`config.mk`:
```
export PLATFORM = sky130hd
export DESIGN_NAME = ntt_seq_ctrl
export DESIGN_NICKNAME = d
export VERILOG_FILES = /design/src/rtl/ntt_seq_ctrl.sv
export SDC_FILE = /design/constraint.sdc
export NUM_CORES = 1
export LEC_CHECK = 0
export CAP_MARGIN = 0
export CORE_ASPECT_RATIO = 0.75
export CORE_MARGIN = 10
export CORE_UTILIZATION = 51
export CTS_BUF_LIST = sky130_fd_sc_hd__clkbuf_8
export DETAILED_ROUTE_END_ITERATION = 12
export PLACE_DENSITY_LB_ADDON = 0.25
export SLEW_MARGIN = 20
export SYNTH_ARGS = -nofsm -noshare
export SYNTH_HDL_FRONTEND = slang
export SYNTH_SLANG_ARGS = --single-unit
```
`constraint.sdc`:
```
create_clock -name clk -period 2.3 [get_ports clk]
set_input_delay 0.345 -clock clk [delete_from_list [all_inputs] [get_ports clk]]
set_output_delay 0.345 -clock clk [all_outputs]
set_load 0.01 [all_outputs]
```
`src/rtl/ntt_seq_ctrl.sv`:
```
// ntt_seq_ctrl: sequences NTT/INVNTT/MULT/ADDSUB stages, counters and memory enables
module ntt_seq_ctrl #(
    parameter int NUM_STAGES = 7,
    parameter int NTT_LEN    = 32,
    parameter int NTT_LAT    = 6,
    parameter int MULT_LEN   = 128,
    parameter int MULT_LAT   = 12,
    parameter int ADDSUB_LEN = 64,
    parameter int ADDSUB_LAT = 4
) (
    input  logic       clk,
    input  logic       rst,
    input  logic       start,
    input  logic [1:0] op,
    output logic [1:0] mode,
    output logic [2:0] stage,
    output logic [7:0] cycle_cnt,
    output logic       rd_en,
    output logic       wr_en,
    output logic       busy,
    output logic       stage_done,
    output logic       done
);
    typedef enum logic [1:0] {IDLE, RUN, FIN} state_t;
    state_t     state_q;
    logic [1:0] mode_q;
    logic [2:0] stage_q;
    logic [7:0] cnt_q;
    logic [7:0] len, lat, last;
    logic [2:0] last_stg;
    logic       run;
    always_comb begin
        len      = mode_q == 2'd2 ? 8'(MULT_LEN) : mode_q == 2'd3 ? 8'(ADDSUB_LEN) : 8'(NTT_LEN);
        lat      = mode_q == 2'd2 ? 8'(MULT_LAT) : mode_q == 2'd3 ? 8'(ADDSUB_LAT) : 8'(NTT_LAT);
        last     = len + lat - 8'd1;
        last_stg = mode_q[1] ? 3'd0 : 3'(NUM_STAGES - 1);
        run      = state_q == RUN;
    end
    always_ff @(posedge clk or posedge rst) begin
        if (rst) begin
            state_q <= IDLE;
            mode_q  <= 2'd0;
            stage_q <= 3'd0;
            cnt_q   <= 8'd0;
        end else begin
            case (state_q)
                IDLE: if (start) begin
                    mode_q  <= op;
                    stage_q <= 3'd0;
                    cnt_q   <= 8'd0;
                    state_q <= RUN;
                end
                RUN: begin
                    cnt_q <= cnt_q == last ? 8'd0 : cnt_q + 8'd1;
                    if (cnt_q == last && stage_q == last_stg) state_q <= FIN;
                    else if (cnt_q == last) stage_q <= stage_q + 3'd1;
                end
                default: begin
                    state_q <= IDLE;
                    stage_q <= 3'd0;
                end
            endcase
        end
    end
    assign mode       = mode_q;
    assign stage      = stage_q;
    assign cycle_cnt  = cnt_q;
    assign busy       = run;
    assign rd_en      = run && cnt_q < len;
    assign wr_en      = run && cnt_q >= lat && cnt_q <= last;
    assign stage_done = run && cnt_q == last;
    assign done       = state_q == FIN;
endmodule

```
# Word-level counts from Yosys, hierarchy flattened
# Cells that the tools add are included.
[totals]
elab_cells = 47
regBits = 15
[op_classes]
n_reduce_logical = 11
n_mux = 15
n_lt_le_gt_ge = 3
eq_ne = 10
add_sub_neg = 4
[op_table]
columns = ["op", "count"]
rows = [
  ["$mux W8", 3],
  ["$pmux W8 S2", 1],
  ["$mux W3", 4],
  ["$add A8 B1 Y8 const B", 1],
  ["$add A8 B4 Y8", 1],
  ["$eq A8 B8 Y1", 1],
  ["$ge A8 B4 Y1", 1],
  ["$le A8 B8 Y1", 1],
  ["$lt A8 B8 Y1", 1],
  ["$sub A8 B1 Y8 const B", 1],
  ["$mux W7", 1],
  ["$eq A2 B2 Y1 const B", 3],
  ["$mux W2", 3],
  ["$pmux W3 S2", 1],
  ["$reduce_and A2 Y1", 3],
  ["$logic_and A1 B1 Y1", 5],
  ["$mux W4", 1],
  ["$ne A2 B1 Y1 const B", 2],
  ["$ne A2 B2 Y1 const B", 2],
  ["$pmux W2 S2", 1],
  ["$add A3 B1 Y3 const B", 1],
  ["$eq A3 B3 Y1", 1],
  ["$reduce_and A3 Y1", 1],
  ["$eq A2 B1 Y1 const B", 1],
  ["2 further kinds", 2],
]

# Depth between registers and ports, before layout
# Gate-level depths: netlist of the first run.
[logic_depth]
depth_word = 9
mapped_depth = 7

# Worst setup path before layout of the first run
# No wires, ideal clock.
[synth_path]
path_type = "flip-flop to output port"
from = "register mode_q[0] (netlist: mode[0])"
to = "output port wr_en"
stages_incl_launch_ff = 7
required_time_ns = 1.955
n_path_buf = 0
slack_ns = 0.167
t_arrival_ns = 1.788
path_cell_list = "dfrtp_1 nand2b_1 ha_1 a211o_1 a41oi_1 o211ai_1 a211oi_1"
[synth_via]
elab_chain_len = 7
elab_cells_between_ends = 12
classes_between = "add/sub: 2; order compare: 2; eq/ne: 2; mux: 4; reduce/logical: 2"
[synth_rtl]
columns = ["element", "line_no", "text"]
rows = [
  ["start: declaration", "26", "logic [1:0] mode_q;"],
  ["start signal: assignment", "48", "mode_q <= op;"],
  ["$eq A2 B2 Y1", "33, 34", ""],
  ["$mux W2 / $mux W7 (equally long branches)", "34, 33", ""],
  ["$mux W4 / $mux W8 (equally long branches)", "34, 33", ""],
  ["$add A8 B4 Y8", "35", "last = len + lat - 8'd1;"],
  ["$sub A8 B1 Y8", "35", ""],
  ["$le A8 B8 Y1", "70", "assign wr_en = run && cnt_q >= lat && cnt_q <= last;"],
  ["$logic_and A1 B1 Y1 (*)", "70", ""],
  ["end: declaration", "19", "output logic wr_en,"],
]
# Mark *: on every way between the ends. The rest lies on a longest branch, timed or not.

# Worst setup path after layout of the first run
# Same ends and word-level chain as after synthesis.

==> results of run 1 <==
registers in the layout, summed over array words and instances (netlist names):
register   flops
cycle_cnt      8
mode           2
state_q        2
stage          3
worst max-delay path, stage by stage, from the launching register on:
cell and delay, ns:
sky130_fd_sc_hd__dfrtp_1 0.38, sky130_fd_sc_hd__nand2b_4 0.16, sky130_fd_sc_hd__ha_4 0.16, sky130_fd_sc_hd__or4_4 0.53, sky130_fd_sc_hd__a311oi_2 0.26, sky130_fd_sc_hd__a211oi_2 0.08
sky130_fd_sc_hd__buf_2 0.15
layer usage:
layer	share of wire, %	vias up
li1	-	499
met1	42	502
met2	46	64
met3	9.6	12
met4	2.3	0
met5	0	-
power groups by stage:
stage	clock network [W]	registers [W]	logic, W
floorplan	0	0.000562	0.000651
global placement	0	0.000488	0.00133
detailed placement	0	0.000493	0.00138
CTS	0.000221	0.000502	0.00145
global route	0.000231	0.000523	0.00167
finish	0.000219	0.000513	0.00155
cells in the final DEF (no fill, tap or decap), drive strengths merged, types with 4 or more instances in the layout:
cell           count
buf               18
a31oi              8
inv                6
nand3              6
nand2b             4
nor2               8
clkdlybuf4s50     19
o211ai             4
a21oi              7
nand2             11
dfrtp             15
ha                 8
o21ai              7
stage by stage:
stage | area, um2 | worst slack, ns | cells | util (%) | hold WS (ns)
finish | 1480 | -0.0171 | 173 | 81.0 | 0.440
global route | 1480 | -0.0854 | 173 | 81.0 | 0.496
CTS | 1460 | -0.0223 | 173 | 80.1 | 0.472
detailed placement | 1360 | -0.278 | 169 | 74.8 | 0.553
global placement | 1360 | -0.221 | 169 | 74.8 | 0.549
floorplan | 1030 | 0.167 | 113 | - | 0.246
cell families (layout without fill, tap and decap cells):
family / Yosys count / after routing / synth area share [%]
adders and majority gates: 8 / 8 / 9.76
AOI/OAI and AO/OA: 34 / 34 / 21.6
and+or+nand+nor: 44 / 44 / 24.9
muxes: 1 / 1 / 1.10
xor gates and xnor gates: 1 / 1 / 0.854
buffers and inverters: 10 / 48 / 5.24
DFF: 15 / 15 / 36.6
cell type report:
| cell class | count | area [um2] | share of cell area, % |
|---|---|---|---|
| Multi-Input combinational cell | 88 | 671 | 45.4 |
| Sequential cell | 15 | 377 | 25.5 |
| Timing Repair Buffer | 38 | 333 | 22.5 |
| Clock buffer | 3 | 41.3 | 2.80 |
| Tap cell | 22 | 27.5 | 1.86 |
| Inverter | 6 | 22.5 | 1.53 |
| Clock inverter | 1 | 5.00 | 0.339 |
repair_timing:
item,in CTS,in global routing
endpoints found under the setup margin,3,3
gates resized for setup,16,5
pin swaps,4,2
synth_stat cells (3+ instances only):
cell type,instances,share of area [%]
sky130_fd_sc_hd__nand4_1,3,1.8
sky130_fd_sc_hd__ha_1,8,9.8
sky130_fd_sc_hd__a31oi_1,8,4.9
sky130_fd_sc_hd__o21ai_1,4,2.0
sky130_fd_sc_hd__o211ai_1,4,2.9
sky130_fd_sc_hd__o21ai_0,3,1.5
sky130_fd_sc_hd__dfrtp_1,15,37
sky130_fd_sc_hd__nor3_1,3,1.5
sky130_fd_sc_hd__nor2_1,8,2.9
sky130_fd_sc_hd__nand3_1,6,2.9
sky130_fd_sc_hd__inv_1,6,2.2
sky130_fd_sc_hd__a21oi_1,6,2.9
sky130_fd_sc_hd__nand2b_1,4,2.4
sky130_fd_sc_hd__nand2_1,11,4.0
worst paths after layout:
path,slack (ns),endpoint,from
setup / recovery,-0.02,wr_en,mode[0]
hold / removal,0.44,stage[2],rst
setup reg to reg,0.15,cycle_cnt[4],mode[1]
hold reg to reg,0.58,stage[1],state_q[1]
max in group asynchronous,1.44,mode[1],rst
min in group clk,0.58,stage[1],state_q[1]
==> results.md, run 1 <==
- The post-CTS setup buffer count is 0.
- For the final database, setup skew stands at 0.00850 ns.
- The cell area after synthesis is 1030 um2.
- The count of antenna-violating nets left after detailed routing is 0.
- Setup repair after global routing could not meet its margin everywhere.
- Of all nets on the critical path, the largest fanout is 2.
- The first global-routing pass estimated 5.18 mm of wire.
- The combinational fraction of design power is 67.9%.
- The final count of hold timing violations is 0.
- The final worst setup slack is -0.0171 ns.
- The number of setup violations in the final report is 1.
- In this run the deepest clock path goes through 2 buffers.
- The core region is 1820 um2.
- The number of sinks driven by the clock tree is 15.
- The cell sitting at the root of the clock tree is a sky130_fd_sc_hd__clkbuf_8.
- The startpoint kind of the worst setup timing path is a flop.
- The fraction of layout instances using a drive strength above 1 is about a quarter.
- Each instance of the synthesized netlist takes up on average about 9.1 um2.
- The most used flip-flop cell after synthesis is sky130_fd_sc_hd__dfrtp_1.
- The checks that failed: negative setup slack.
- Cell internal power was estimated by the tool at 0.00131 W.
- TritonCTS built the clock tree.
- The share of synthesized area occupied by flip-flops and latches is 36.6%.
- Net switching is ~42% of the power.
- The number of distinct library cells after synthesis is 35.
- The flow ran to the end, but the final reports show violations.
- The number of antenna violations at the first check in global routing is 0.
- The number of buffers added to fix hold violations after cts is 0.
- The number of I/O pins is 23.
- The final period utilization is 101%.
- The insertion delay of the later-clocked pin in the worst-skew pair is ~0.26 ns.
- The wire length reported by the detailed router is approximately 3.2 mm.
- In this run, CTS created clock tree buffers numbering 3.
- The async set-reset flop share out of synthesis is 100%.
- The remaining design rule violation count is 0.
- The post-detailed-route wirelength per cell is around 19 um.
- Yosys mapped a number of flops with a built-in enable equal to 0.
- The final max-slew violation count was 0.
- The die is just over 70 um wide.
- Per report_power, the clock group accounts for 9.6% of the total.
- Once the floorplan was initialized, standard cells occupied 56.3% of the core.
- VDD sags by at most 1210 uV.
- The accumulated negative setup slack is -0.0171 ns.
- The depth of the worst register-to-register path is 8.
- Counting flops and latches in the post-synthesis netlist gives 15.
- The met1 track demand over resource in global routing is between 10% and 20%.
- Summed over all cells, the static leakage comes to around 0.64 nW.
- After the first detailed-routing iteration, the DRC count stood at roughly 230.
- The reported net switching power is 0.000970 W.
- After clock tree synthesis, the clock-pin slew on the worst setup and hold paths is 0.07 ns.
- The floorplan die height is 58.8 um.
- Power comes to 0.00228 W.
- STA puts the critical path data required time at 1.96 ns.
- The pin count of the biggest net entering global routing is 16.
- The final antenna diode count is 0.
- Subtracting the final worst setup slack from the clock period gives 2.32 ns.
- The endpoint kind of the worst setup timing path is an output port.
- The slew of the pin with the lowest slew margin is 0.569 ns.
- The number of levels in the clock H-tree is 1.
- After detailed routing, the number of vias per cell comes to 6.23.
- Detailed placement ended at an HPWL of 2.20 mm.
- Routability-driven placement finished with a final weighted congestion of 0.865.
- met2 is the most crowded layer.
- Global routing used 5.36% of the available met3 tracks.
- The global-route total usage across every layer is 15.1%.
- The detailed-route via count is 1,077.
- In this run the worst hold path is classified as input port to async pin.
- For this run, the number of Yosys warnings is 0.
- Compared with the post-synthesis result, the final layout area differs by 43.9%.
- The total die area is 4220 um2.
- For this run, the top clock speed supported by timing is about 0.43 GHz.
- Across the run, the number of max-cap violations was 0.
- Data on the critical path arrives at its endpoint at between 1.5 and 2 ns.
- After technology mapping, the gate count stands at 113.
- The filler cells instantiated in the layout total 129.
- When the netlist entered floorplanning its net count stood at 126.
- The met2 layer usage reported by global route is approximately 25%.
- Summed over all layers, the global routing overflow is 0.
- Port buffering added 22 buffers.
- The portion of total power attributed to sequential cells is 22.5%.
- Power spread over the standard cell area amounts to roughly 1500 nW/um2.
- The worst pin sits at a relative slew slack of 62.0%.
- The number of rows in the core area is 13.
- The number of global-route vias before repair is 1,029.
- For this run, the detailed router's first-pass iteration total came to 4.
- The final layout contains 165 nets.
- The critical path start-end classification is flop to output port.
Power figures use the tool's default switching activity.
==> run 2: changes to the inputs <==
CAP_MARGIN = default   (was 0)
==> results of run 2 <==
No change in the layout: final DEF, timing and power equal those of run 1.
==> run 3: changes to the inputs <==
==> constraint.sdc (replaced) <==
create_clock -name clk -period 2.3 [get_ports clk]
set_input_delay 0.46 -clock clk [delete_from_list [all_inputs] [get_ports clk]]
set_output_delay 0.46 -clock clk [all_outputs]
set_load 0.01 [all_outputs]
==> results.md, run 3 (same netlist as run 1, synthesis figures left out) <==
- The run finished, with violations left.
- The checks that failed: negative setup slack.
- The final layout contains routed wiring with a total length of 3.84 mm.
- After clock tree synthesis, the clock-pin slew on the worst setup and hold paths is about 0.06 ns.
- In this design, the stage delay of the slowest critical-path cell is 0.39 ns.
- Routability-driven placement finished with a final weighted congestion of 0.864.
- The routed wire length on met3 is 433 um.
- After layout, the worst setup slack is -0.165 ns.
- The number of global-route vias before repair was 1,165.
- The number of optimization iterations in the first detailed-route pass is 5.
- The total number of cells along the worst setup path is 7.
- The number of buffers added by the clock tree synthesis step is 3.
- Clock latency on the worst-skew pair, taken at its later pin, is 0.26 ns.
- The final design utilization is between 80% and 90%.
- The share of total power dissipated in sequential elements is 21.1%.
- The post-route standard cell area excluding fillers is 1560 um2.
- The achievable clock frequency is around 0.41 GHz.
- The relative slew slack is 60.0%.
- The final worst clock skew is slightly above 0.004 ns.
- For this design, the sink count on the clock tree is 15.
- Once placement finished, the instance area stood at 1380 um2.
- For this run, the total global-route usage over all layers was measured as 18.0%.
- Signal routing reaches up to met4.
- Setup repair after global routing could not meet its margin everywhere.
- Leaving out fill and tap cells, the most frequent cells in the layout are 20 x sky130_fd_sc_hd__buf_4, 19 x sky130_fd_sc_hd__clkdlybuf4s50_1, 14 x sky130_fd_sc_hd__dfrtp_1.
- The final count of hold timing violations is 0.
- The initial standard-cell utilization of the core is 56.3%.
- The average vias per placed instance is approximately 6.6.
- The placeable core region is 1820 um2.
- The routed layout has 1,182 vias.
- In the final routing, the length of wire on met1 measures 1.55 mm.
- For the pin with the worst max-slew slack, the measured transition is around 0.60 ns.
- The total grt overflow is 0.
- The leading cell type in the layout, fill and taps excluded is sky130_fd_sc_hd__buf_4.
- The remaining design rule violation count is 0.
- Internal power comes to 0.00143 W.
- The number of levels in the clock H-tree is 1.
- The routed design uses 1.70 mm of met2 wire.
- The initial detailed-routing violation count is 193.
- The endpoint kind of the worst setup timing path is an output port.
- Compared with the post-synthesis result, the final layout area differs by 52.3%.
- The wire-length estimate of the detail-placed layout is 2.39 mm.
- 23 I/O pins were placed.
- The die outline width is ~72 um.
- The longest clock path from root to sink contains 2 buffers.
- The leakage power total is ~0.67 nW.
- The clock tree from TritonCTS is done.
- For this design, the slowest cell found on the critical path is sky130_fd_sc_hd__dfrtp_1.
- Data on the critical path is required at its endpoint by 1.84 ns.
- Port buffering added 22 buffers.
- The die is 58.8 um tall.
- The maximum vdd ir drop is 1280 uV.
- The combinational fraction of design power is 70.0%.
- The tree is rooted in a sky130_fd_sc_hd__clkbuf_8.
- The beginning of the worst register-to-register path is mode[0].
- The clock network is responsible for 8.9% of the overall power.
- The critical path goes through nand2b_4 -> ha_4 -> a211o_1 -> a41oi_2 -> o211ai_1 -> a211oi_1 -> buf_2.
- The first-pass GRT wire length is 5.96 mm.
- The number of antenna violations at the first check in global routing is 0.
- The final period demand of the worst path is between 2 and 2.5 ns.
- The die covers 4220 um2.
- The final max-slew violation count is 0.
- The maximum net fanout on the critical path is 2.
- The pin count of the biggest net entering global routing is 16.
- Setup violations remaining at the end of the flow were counted as 2.
- The number of rows in the core area is 13.
- The post-detailed-route wirelength per cell is 21.3 um.
- The end of the worst register-to-register path is cycle_cnt[5].
- For this run, the post-layout net count is 172.
- The number of flip-flops under the largest register name is 8.
- The setup slack on the worst flop-to-flop path is 0.08 ns.
- Power spread over the standard cell area amounts to 1620 nW/um2.
- The final period utilization is 107%.
- Of the cells placed in the final design, the portion with a size suffix greater than 1 is 31.6%.
- The buffer and inverter count on the worst path is 1.
- The count of antenna-violating nets left after detailed routing is 0.
- The worst hold slack is 0.557 ns.
- The final antenna diode count is 0.
- The family with the most delay on the worst path is compound AO/OA/AOI/OAI gates.
- Net switching is 43.4% of the power.
- The worst register-to-register path has a depth of 9.
- The critical path start-end classification is flop to output port.
- The kind of path behind the tightest hold check is input port to async pin.
- The max-capacitance violation count is 0.
- In this run the power spent charging and discharging nets is 0.00109 W.
- The startpoint kind of the worst setup timing path is a flop.
- The arrival time of the worst setup path is 2.01 ns.
[run 3: cell type report]
| cell class | instances | area, um2 |
|---|---|---|
| clock buffer | 3 | 41.3 |
| clock inverter | 1 | 5.00 |
| fill | 102 | 259 |
| inverter | 6 | 22.5 |
| multi-input combinational | 88 | 696 |
| sequential | 15 | 377 |
| tap | 22 | 27.5 |
| timing repair buffer | 45 | 394 |
[run 3: repair_timing]
item                                    CTS  global route
pin swaps                                 7             3
endpoints found under the setup margin    3             3
hold buffers                              0             0
buffers inserted                          2             3
gates resized for setup                  24             5
[run 3: stage by stage]
step                      setup slack, ns  power (W)  TNS [ns]  std cells
after detailed placement           -0.329    0.00189    -0.568        171
final                              -0.165    0.00252    -0.221        180
after CTS                         -0.0910    0.00230    -0.135        177
after global routing               -0.224    0.00265    -0.366        180
after floorplan                    0.0516    0.00121         0        113
after global placement             -0.343    0.00183    -0.537        171
[run 3: worst max path at each step]
stage                       end  startpoint  slack [ns]
after global routing      wr_en     mode[0]       -0.22
after floorplan           wr_en     mode[0]        0.05
after global placement    wr_en     mode[0]       -0.34
final                     wr_en     mode[0]       -0.17
after detailed placement  wr_en     mode[0]       -0.33
after CTS                 wr_en     mode[0]       -0.09
[run 3: power groups by stage]
stage,clock (W),sequential (W),combinational (W)
global route,0.000238,0.000537,0.00187
CTS,0.000231,0.000508,0.00156
global placement,0,0.000481,0.00135
finish,0.000225,0.000532,0.00177
detailed placement,0,0.000487,0.00141
floorplan,0,0.000562,0.000651
[run 3: routing by layer]
layer  GRT usage (%)  vias up
li1                -      519
met1            19.9      556
met2            28.9       84
met3            8.04       23
met4            9.37        0
met5               0        -
